==> src/rtl/bcd_display_scan.sv <==
// Three-digit common-anode 7-segment scanner for the BCD adder sum.
// Captures digits on load, scans D0->D1->D2 with a blanking guard, leading-zero blanking and error flag.
module bcd_display_scan #(
    parameter int REFRESH_DIV = 50000,
    parameter int GUARD       = 2,
    parameter int BLANK_LZ    = 1
) (
    input  logic       clock,
    input  logic       resetn,
    input  logic       load,
    input  logic [3:0] d2,
    input  logic [3:0] d1,
    input  logic [3:0] d0,
    output logic [6:0] seg,
    output logic [2:0] an,
    output logic       err,
    output logic       frame
);
    localparam int CW = (REFRESH_DIV > 1) ? $clog2(REFRESH_DIV) : 1;
    localparam logic [CW-1:0] CNT_LAST = CW'(REFRESH_DIV - 1);
    localparam logic [CW-1:0] CNT_ONE  = CW'(1);
    localparam logic [CW-1:0] GUARD_C  = CW'(GUARD);

    typedef enum logic [1:0] {
        SCAN_D0 = 2'd0,
        SCAN_D1 = 2'd1,
        SCAN_D2 = 2'd2
    } slot_t;

    slot_t      slot_r, slot_nxt_s;
    logic [CW-1:0] cnt_r, cnt_nxt_s;
    logic [3:0] dig0_r, dig1_r, dig2_r;
    logic [3:0] cur_dig_s;
    logic       cnt_wrap_s, blank_s, guard_s;
    logic [6:0] seg_nxt_s;
    logic [2:0] an_nxt_s, an_sel_s;
    logic       err_nxt_s, frame_nxt_s;

    // Active-low segment pattern {g,f,e,d,c,b,a}; anything above 9 renders as 'E'.
    function automatic logic [6:0] seg_decode(input logic [3:0] dig);
        logic [6:0] pat;
        case (dig)
            4'd0:    pat = 7'h40;
            4'd1:    pat = 7'h79;
            4'd2:    pat = 7'h24;
            4'd3:    pat = 7'h30;
            4'd4:    pat = 7'h19;
            4'd5:    pat = 7'h12;
            4'd6:    pat = 7'h02;
            4'd7:    pat = 7'h78;
            4'd8:    pat = 7'h00;
            4'd9:    pat = 7'h10;
            default: pat = 7'h06;
        endcase
        return pat;
    endfunction

    // Slot/counter next-state logic.
    always_comb begin
        cnt_wrap_s = (cnt_r == CNT_LAST);
        slot_nxt_s = slot_r;
        if (cnt_wrap_s) begin
            cnt_nxt_s = '0;
            case (slot_r)
                SCAN_D0: slot_nxt_s = SCAN_D1;
                SCAN_D1: slot_nxt_s = SCAN_D2;
                SCAN_D2: slot_nxt_s = SCAN_D0;
                default: slot_nxt_s = SCAN_D0;
            endcase
        end else begin
            cnt_nxt_s = cnt_r + CNT_ONE;
        end
    end

    // Output next-values from the current slot, count and captured digits.
    always_comb begin
        cur_dig_s = 4'd0;
        blank_s   = 1'b0;
        an_sel_s  = 3'b111;
        case (slot_r)
            SCAN_D0: begin
                cur_dig_s = dig0_r;
                an_sel_s  = 3'b110;
            end
            SCAN_D1: begin
                cur_dig_s = dig1_r;
                an_sel_s  = 3'b101;
                blank_s   = (BLANK_LZ != 0) && (dig2_r == 4'd0) && (dig1_r == 4'd0);
            end
            SCAN_D2: begin
                cur_dig_s = dig2_r;
                an_sel_s  = 3'b011;
                blank_s   = (BLANK_LZ != 0) && (dig2_r == 4'd0);
            end
            default: begin
                cur_dig_s = 4'd0;
                an_sel_s  = 3'b111;
                blank_s   = 1'b1;
            end
        endcase
        guard_s = (cnt_r < GUARD_C);
        if (guard_s || blank_s) begin
            an_nxt_s  = 3'b111;
            seg_nxt_s = 7'h7F;
        end else begin
            an_nxt_s  = an_sel_s;
            seg_nxt_s = seg_decode(cur_dig_s);
        end
        err_nxt_s   = (dig0_r > 4'd9) || (dig1_r > 4'd9) || (dig2_r > 4'd9);
        frame_nxt_s = cnt_wrap_s && (slot_r == SCAN_D2);
    end

    // Scan state, digit capture and registered display outputs.
    always_ff @(posedge clock or negedge resetn) begin
        if (!resetn) begin
            cnt_r  <= '0;
            slot_r <= SCAN_D0;
            dig0_r <= 4'd0;
            dig1_r <= 4'd0;
            dig2_r <= 4'd0;
            seg    <= 7'h7F;
            an     <= 3'b111;
            err    <= 1'b0;
            frame  <= 1'b0;
        end else begin
            cnt_r  <= cnt_nxt_s;
            slot_r <= slot_nxt_s;
            if (load) begin
                dig0_r <= d0;
                dig1_r <= d1;
                dig2_r <= d2;
            end else begin
                dig0_r <= dig0_r;
                dig1_r <= dig1_r;
                dig2_r <= dig2_r;
            end
            seg    <= seg_nxt_s;
            an     <= an_nxt_s;
            err    <= err_nxt_s;
            frame  <= frame_nxt_s;
        end
    end
endmodule

==> config.mk <==
export PLATFORM = sky130hd
export DESIGN_NAME = bcd_display_scan
export DESIGN_NICKNAME = d
export VERILOG_FILES = /design/src/rtl/bcd_display_scan.sv
export SDC_FILE = /design/constraint.sdc
export NUM_CORES = 1
export LEC_CHECK = 0
export ABC_AREA = 1
export CORE_MARGIN = 2
export CORE_UTILIZATION = 35
export DETAILED_ROUTE_END_ITERATION = 10
export DONT_BUFFER_PORTS = 1
export PLACE_DENSITY = 0.52
export SETUP_SLACK_MARGIN = 0.2
export SLEW_MARGIN = 20
export SYNTH_ARGS = -nofsm -noshare
export SYNTH_HDL_FRONTEND = slang
export SYNTH_SLANG_ARGS = --single-unit
export TNS_END_PERCENT = 5
==> constraint.sdc <==
create_clock -name clock -period 1.8 [get_ports clock]
set_clock_uncertainty 0.2 [all_clocks]
set_input_delay 0.18 -clock clock [delete_from_list [all_inputs] [get_ports clock]]
set_output_delay 0.18 -clock clock [all_outputs]
set_load 0.02 [all_outputs]
==> results.yml, run 1 <==
logic_synthesis:
  synth_seq_area_share_pct: 49.9
  synth_cell_types: 25
  syn_nets: 282
  yosysMostFrequentCell: "nand2_1"
  ys.flop_type: "dfrtp_1"
  netlist_area_mm2: 0.00213
  syn_inst: 261
  syn_area_per_cell_um2: 8.16
  synth_edf_count: 0
  synth_warnings: 0
  synth_top_area_share_pct: 37.6
  synthTopCellsByCount: "61 x nand2_1, 38 x nor2_1, 36 x inv_1"
  async_reset_ff_share_pct: 100
  synth_largest_area_cell: "dfrtp_1"
  synth_area_leaders: "dfrtp_1 38%, dfstp_2 12%, nand2_1 11%"
  synth_seq_cells: 42
sta:
  timing.final.crit_share_pct: 92.9
  worst_pin_slew_ps: 611
  max_freq_mhz: 598
  slew_headroom_pct: 59.1
  hold_violations: 0
  rsz0062_at_grt: "true"
  drv_slew: 0
  setup_tns_ps: 0
  setup_viol: 0
  layout_min_cycle_time_ps: 1670
critical_path:
  critPathArrivalTime_ps: 1710
  critPathMaxFanout: 4
  cp-start-kind: "flip-flop"
  rrSetupSlack_ps: 130
  cp-end-kind: "flip-flop"
  crit_type: "reg2reg"
  critPathRequiredTime_ps: 1830
detailed_routing:
  drt_iter0_drc: 125
  viasPerCell: 4.63
  ant_nets: 0
  drc: 0
  vias: 1732
  firstDrtPassIters: 4
  wl_per_cell_um: 12.6
  routed_wl_mm: 4.72
cts:
  cts_sinks: 42
  clockRootBuffer: "clkbuf_8"
  cts.path.max_buffers: 2
  cts_tree: "done"
  cts_max_level: 2
  clk_latency_ps: 280
  numCtsBuffers: 5
  clk_pin_slew_ps: 80
floorplanning:
  placementRows: 28
  die_area_mm2: 0.00672
  die_w_um: 82
  initial_core_util_pct: 36.2
  die_h_um: 82
  core_area_mm2: 0.00589
  ios: 27
cells_and_area:
  syn_to_final_growth_pct: 32.7
  n_antenna_cell: 0
  nets: 319
  post_route_cells_drive_above_1_share_pct: 29.8
  fin_util_pct: 48.0
pwr:
  irDropWorstVdd_mv: 0.396
  p_leak_nw: 1.35
  powerDensity_mw_per_mm2: 727
  power_mw: 2.05
global_routing:
  antenna_found_initial: 0
  grt_overflow: 0
  grt_pass1_vias: 1679
  grt_pass1_wl_mm: 7.69
  grt_max_degree: 43
  track_usage_pct: 15.1
placed_design:
  port_buffers: 0
  hpwl_mm: 3.25
  finalWeightedCongestion: 0.873
outcome:
  status: "complete, no violations"
worst_hold_path:
  hold_path.class: "in2async"
job:
  maxCapViolCount: 0
==> state kept, by name (all words and copies together) (netlist names) <==
register and cells:
slot_r 2, dig1_r 4, err 1, dig2_r 4, cnt_r 16, frame 1, seg 7, an 3
dig0_r 4
==> cell usage in the layout, fill, tap and decap left out, drive strengths merged <==
cell type,netlist,routed
a21oi,3,3
buf,0,18
bufinv,0,1
clkbuf,2,7
clkinv,1,1
dfrtp,32,32
dfstp,10,10
dlygate4sd3,0,14
ha,6,6
inv,38,38
mux2,6,6
nand2,63,63
nand3,28,28
nand4,3,3
nor2,42,42
nor3,1,1
o211ai,2,2
o21ai,16,16
o21bai,1,1
o31ai,1,1
xor2,6,6
==> routing by layer <==
layer	global-route usage, %	vias to the layer above	routed length, um
li1	-	895	-
met1	21.0	797	2320
met2	23.4	38	2180
met3	3.96	2	202
met4	3.50	0	24
met5	0	-	0
==> where the power goes <==
group	leakage, nW	internal, mW	switching [mW]
clock	0.0524	0.415	0.298
sequential	0.505	1.02	0.0690
combinational	0.791	0.119	0.139
==> cell type report <==
cell class	instances	area, um^2
well taps	75	93.8
repair buffers	32	304
multi-input cells	178	1100
clock buffers	7	76.3
fillers	572	3060
flip-flops and latches	42	1070
clock inverters	1	30.0
inverters	39	158
==> path summary, 6_finish.rpt <==
path,cells after the start,startpoint,to
hold / removal,2,resetn,frame
max in group asynchronous,2,resetn,seg[1]
setup / recovery,10,slot_r[1],seg[5]
hold reg to reg,1,dig0_r[0],dig0_r[0]
min in group clock,1,dig0_r[0],dig0_r[0]
setup reg to reg,10,slot_r[1],seg[5]
==> critical path: stages (launching register included) <==
cell and delay, ps:
dfrtp_2 470, buf_12 150, nor2_4 90, nand2_2 70, nand3_4 140, buf_6 120, ha_4 110, inv_1 40
nand2_2 90, nand3_2 70, nand2_1 70
==> logic make-up (layout without fill, tap and decap cells) <==
kind of cell	Yosys count	in the layout	share of synthesized area [%]
xor gates and xnor gates	6	6	2.47
AOI/OAI and AO/OA	23	23	6.23
and+or+nand+nor	137	137	27.4
buffers and inverters	41	79	7.29
DFF	42	42	49.9
adders and majority gates	6	6	3.53
muxes	6	6	3.17
==> timing repair <==
| item | CTS | global route |
|---|---|---|
| buffers inserted | 11 | 3 |
| hold buffers | 15 | 0 |
| resized for setup | 9 | 36 |
| hold endpoints to repair | 54 | 0 |
| gates cloned | 0 | 0 |
| pin swaps | 8 | 16 |
| endpoints found under the setup margin | 15 | 25 |
==> stage by stage <==
step / instances / hold WS, ps / instance area (um^2) / setup slack, ps
2_1_floorplan: 261 / -316 / 2160 / 200
3_3_place_gp: 337 / -314 / 2270 / 127
3_5_place_dp: 337 / -314 / 2270 / 67.2
4_1_cts: 371 / 149 / 2660 / 134
5_1_grt: 374 / 151 / 2830 / 47.1
6_report: 374 / 141 / 2830 / 127
No activity file was read; power rests on OpenSTA's default activity.
==> run 2, diff against run 1 <==
--- a/config.mk
+++ b/config.mk
@@ -6,7 +6,7 @@
 export NUM_CORES = 1
 export LEC_CHECK = 0
 export ABC_AREA = 1
-export CORE_MARGIN = 2
+export CORE_MARGIN = 4
 export CORE_UTILIZATION = 35
 export DETAILED_ROUTE_END_ITERATION = 10
 export DONT_BUFFER_PORTS = 1
==> run 2 against run 1 <==
Effect of this change:
- routed wire length up 0.91%
- maximum frequency shrank 1.0%
- critical path depth rose by 1
- die area grew 10%
- critical endpoint is now seg[4]
- flip-flop and latch count stayed put
- clock power is 17% lower
- via count increased by 0.81%
- first-iteration DRC count grew 4.0%
- cell count shrank 0.53%
==> results.yml, run 2 (synthesis results as in run 1) <==
outcome:
  status: "complete, no violations"
sta:
  drv_slew: 0
  layout_min_cycle_time_ps: 1690
  worst_pin_slew_ps: 571
  setup_viol: 0
  rsz0062_at_grt: "true"
  max_freq_mhz: 592
  fin_ws_ps: 110
  timing.final.crit_share_pct: 93.9
  whs_ps: 139
  setup_tns_ps: 0
  slew_headroom_pct: 61.8
  hold_violations: 0
detailed_routing:
  vias: 1746
  firstDrtPassIters: 4
  viasPerCell: 4.69
  wl_per_cell_um: 12.8
  ant_nets: 0
  drc: 0
  routed_wl_mm: 4.77
  drt_iter0_drc: 130
cts:
  clk_latency_ps: 300
  cts_sinks: 42
  clockRootBuffer: "clkbuf_8"
  cts.path.max_buffers: 2
  numCtsBuffers: 5
  cts_max_level: 2
  clk_pin_slew_ps: 80
  cts_tree: "done"
pwr:
  switching_share_pct: 26.9
  p_int_mw: 1.39
  power_frac_comb_pct: 12.2
  powerDensity_mw_per_mm2: 701
  p_leak_nw: 1.33
  power_mw: 1.90
  irDropWorstVdd_mv: 0.286
  clkPwrFrac_pct: 30.9
  seqPwrFrac_pct: 56.9
  p_switching_mw: 0.513
global_routing:
  antenna_found_initial: 0
  grt_pass1_wl_mm: 8.14
  track_usage_pct: 13.9
  grt_max_degree: 43
  grt_overflow: 0
  grt_pass1_vias: 1719
cells_and_area:
  top_register: "cnt_r"
  layout_common_cells: "53 x nand2_1, 36 x nor2_1, 34 x inv_1"
  nets: 317
  n_antenna_cell: 0
  largest_reg_flops: 16
  top_regs: "cnt_r: 16 flops, seg: 7 flops"
  syn_to_final_growth_pct: 27.6
  final_common_cell: "nand2_1"
  post_route_cells_drive_above_1_share_pct: 25.6
floorplanning:
  ios: 27
  die_w_um: 86
  initial_core_util_pct: 36.0
  die_area_mm2: 0.00740
  core_area_mm2: 0.00592
  die_h_um: 86
  placementRows: 28
critical_path:
  crit_type: "reg2reg"
  critPathArrivalTime_ps: 1700
  cp-start-kind: "flip-flop"
  critPathMaxFanout: 6
  critPathRequiredTime_ps: 1810
  cp-end-kind: "flip-flop"
worst_hold_path:
  hold_path.class: "in2async"
placed_design:
  finalWeightedCongestion: 0.812
  port_buffers: 0
  place_ws_ps: 51.9
  hpwl_mm: 3.31
job:
  maxCapViolCount: 0
-- run 2: changes by cell type in the layout (fill, tap and decap cells not counted), sizes merged --
cell,change
buf,-2
clkinv,+2
bufinv,-1
clkbuf,-1
-- run 2: layout make-up --
cell class | count | area, um^2
fill | 562 | 3200
sequential | 42 | 1070
multi-input combinational | 178 | 1030
timing repair buffer | 30 | 284
inverter | 39 | 155
tap | 75 | 93.8
clock buffer | 6 | 72.6
clock inverter | 2 | 10.0
-- run 2: path summary, 6_finish.rpt --
check                           from   endpoint  slack [ps]  depth (start not counted)
setup / recovery           slot_r[0]     seg[4]         110                         11
hold / removal                resetn  slot_r[0]         140                          2
setup reg to reg           slot_r[0]     seg[4]         110                         11
hold reg to reg             cnt_r[0]   cnt_r[0]         260                          1
max in group asynchronous     resetn     seg[0]         990                          2
min in group clock          cnt_r[0]   cnt_r[0]         260                          1
-- run 2: power groups by stage --
stage / combinational (mW) / sequential (mW) / clock [mW]
after global placement: 0.128 / 1.10 / 0
after detailed placement: 0.128 / 1.10 / 0
after CTS: 0.218 / 1.08 / 0.607
after floorplan: 0.112 / 1.09 / 0
final: 0.233 / 1.08 / 0.589
after global routing: 0.260 / 1.09 / 0.643
-- run 2: layer usage --
layer	vias up	track usage, %	part of all wire, %
li1	891	-	-
met1	797	18.5	47
met2	50	21.6	45
met3	8	3.84	5.6
met4	0	4.75	1.7
met5	-	0	0
-- run 2: what timing repair did --
action | in CTS | in global routing
buffers inserted | 12 | 1
hold buffers | 15 | 0
gates resized for setup | 21 | 9
endpoints found under the setup margin | 14 | 24
pin swaps | 13 | 5
gates cloned | 0 | 0
hold endpoints to repair | 54 | 0
-- run 2: worst max-delay path, stage by stage (launching register included) --
cell	delay, ps
dfrtp_2	500
inv_4	70
nor2_4	150
nand2_2	90
nand3_4	90
buf_6	110
ha_4	120
inv_1	40
nand2_1	70
nand2_2	60
nand2_2	60
nand3_2	50
-- run 2: stage by stage --
stage                     utilization, %  cell area, um^2  cells
after detailed placement            38.1             2260    336
final                               45.9             2720    372
after CTS                           45.2             2680    371
after global placement              38.1             2260    336
after floorplan                        -             2160    261
after global routing                45.9             2720    372
==> run 3, diff against run 2 <==
--- a/config.mk
+++ b/config.mk
@@ -10,7 +10,7 @@
 export CORE_UTILIZATION = 35
 export DETAILED_ROUTE_END_ITERATION = 10
 export DONT_BUFFER_PORTS = 1
-export PLACE_DENSITY = 0.52
+export PLACE_DENSITY_LB_ADDON = 0.1
 export SETUP_SLACK_MARGIN = 0.2
 export SLEW_MARGIN = 20
 export SYNTH_ARGS = -nofsm -noshare
==> run 3 against run 2 <==
Effect of this change:
- sequential power barely moved
- register-to-register slack improved by 50 ps
- critical path depth decreased by 3
- worst setup slack improved by 52 ps
- design area shrank 1.1%
- total power about the same
- maximum frequency increased by 3.2%
- combinational power shrank 7%
- sequential share of layout area grew 0.44 points
- critical endpoint is now seg[0]
- largest power group unchanged
==> results.yml, run 3 (synthesis results as in run 1) <==
cts:
  numCtsBuffers: 5
  clk_latency_ps: 290
  cts.path.max_buffers: 2
  cts_max_level: 2
  clockRootBuffer: "clkbuf_8"
  clk_pin_slew_ps: 90
  cts_sinks: 42
  cts_tree: "done"
detailed_routing:
  vias: 1712
  routed_wl_mm: 4.59
  wl_per_cell_um: 12.4
  drc: 0
  drt_iter0_drc: 56
  viasPerCell: 4.63
  firstDrtPassIters: 4
  ant_nets: 0
job:
  maxCapViolCount: 0
floorplanning:
  placementRows: 28
  ios: 27
  core_area_mm2: 0.00592
  die_h_um: 86
  initial_core_util_pct: 36.0
  die_w_um: 86
  die_area_mm2: 0.00740
cells_and_area:
  fillCellCount: 571
  n_antenna_cell: 0
  post_route_cells_drive_above_1_share_pct: 24.4
  fin_util_pct: 45.4
  top_regs: "cnt_r: 16 flops, seg: 7 flops"
  largest_reg_flops: 16
  top_register: "cnt_r"
  layout_common_cells: "57 x nand2_1, 35 x nor2_1, 32 x inv_1"
  nets: 315
  final_common_cell: "nand2_1"
  syn_to_final_growth_pct: 26.1
  layout.cells.non_filler: 370
critical_path:
  r2r_start: "slot_r[1]"
  crit_type: "reg2reg"
  critPathArrivalTime_ps: 1650
  critPathMaxFanout: 6
  cp-startpoint: "slot_r[1]"
  critPathRequiredTime_ps: 1820
  cp-start-kind: "flip-flop"
  rrSetupSlack_ps: 160
  cp-end-kind: "flip-flop"
global_routing:
  antenna_found_initial: 0
  grt_overflow: 0
  grt_pass1_vias: 1725
  track_usage_pct: 14.1
  grt_max_degree: 43
  grt_pass1_wl_mm: 8.35
sta:
  layout_min_cycle_time_ps: 1640
  timing.final.crit_share_pct: 91.0
  max_freq_mhz: 610
  rsz0062_at_grt: "true"
  setup_tns_ps: 0
  setup_viol: 0
  drv_slew: 0
  worst_pin_slew_ps: 585
  slew_headroom_pct: 60.9
  whs_ps: 153
  hold_violations: 0
placed_design:
  hpwl_mm: 3.41
  finalWeightedCongestion: 0.816
  port_buffers: 0
  placedCellCount: 338
pwr:
  switching_share_pct: 27.1
  irDropWorstVdd_mv: 0.487
  powerDensity_mw_per_mm2: 710
  clkPwrFrac_pct: 31.9
  p_switching_mw: 0.517
  power_frac_comb_pct: 11.4
  p_leak_nw: 1.32
  power_mw: 1.91
  p_int_mw: 1.39
  seqPwrFrac_pct: 56.7
worst_hold_path:
  hold_path.class: "in2async"
outcome:
  status: "complete, no violations"
run 3: cell types whose count changed in the layout (fill, tap and decap cells not counted), moves of 2 or more:
cell | before | now
buf_6 | 3 | 1
inv_1 | 34 | 32
inv_2 | 1 | 3
nand2_1 | 53 | 57
nand2_2 | 10 | 6
nand3_1 | 21 | 24
nand3_2 | 5 | 3
run 3: critical path, cell delays in order, from the launching register on:
cell and delay, ps:
dfrtp_2 490, inv_4 70, nor2_4 120, nand2_2 80
nand3_4 130, inv_4 60, ha_2 190, o21ai_2 150
o21ai_1 80
run 3: layout make-up:
class	count	area, um^2	share of cell area, %
Tap cell	75	93.8	3.49
Multi-Input combinational cell	178	1010	37.6
Timing Repair Buffer	28	274	10.2
Sequential cell	42	1070	39.7
Clock inverter	3	18.8	0.699
Inverter	39	155	5.78
Clock buffer	5	68.8	2.56
run 3: routing by layer:
layer | vias up | track usage, % | wire length, um
met2 | 39 | 20.3 | 1920
met1 | 780 | 21.1 | 2430
met4 | 0 | 3.60 | 38
met3 | 5 | 3.36 | 204
met5 | - | 0 | 0
li1 | 888 | - | -
run 3: worst paths after layout:
kind / cells past startpoint / end
max: 8 / seg[0]
min reg2reg: 1 / cnt_r[0]
max reg2reg: 8 / seg[0]
max in group asynchronous: 2 / an[0]
min: 2 / cnt_r[1]
min in group clock: 1 / cnt_r[0]
run 3: repair_timing:
item	in CTS	in global routing
setup endpoints to repair	12	26
pin swaps	6	7
resized for setup	14	10
hold endpoints to repair	54	0
setup buffers	8	1
hold buffers	15	0
run 3: stage by stage:
| stage | worst slack, ps | cell area [um^2] |
|---|---|---|
| after floorplan | 200 | 2160 |
| after global placement | 93.9 | 2270 |
| after detailed placement | 45.5 | 2270 |
| after CTS | 137 | 2640 |
| after global routing | 63.8 | 2690 |
| final | 162 | 2690 |
run 3: power by group through the flow:
stage	logic [mW]	clock network, mW	registers, mW
3_5_place_dp	0.129	0	1.10
6_report	0.217	0.609	1.08
2_1_floorplan	0.112	0	1.09
3_3_place_gp	0.129	0	1.10
5_1_grt	0.251	0.686	1.09
4_1_cts	0.202	0.647	1.08
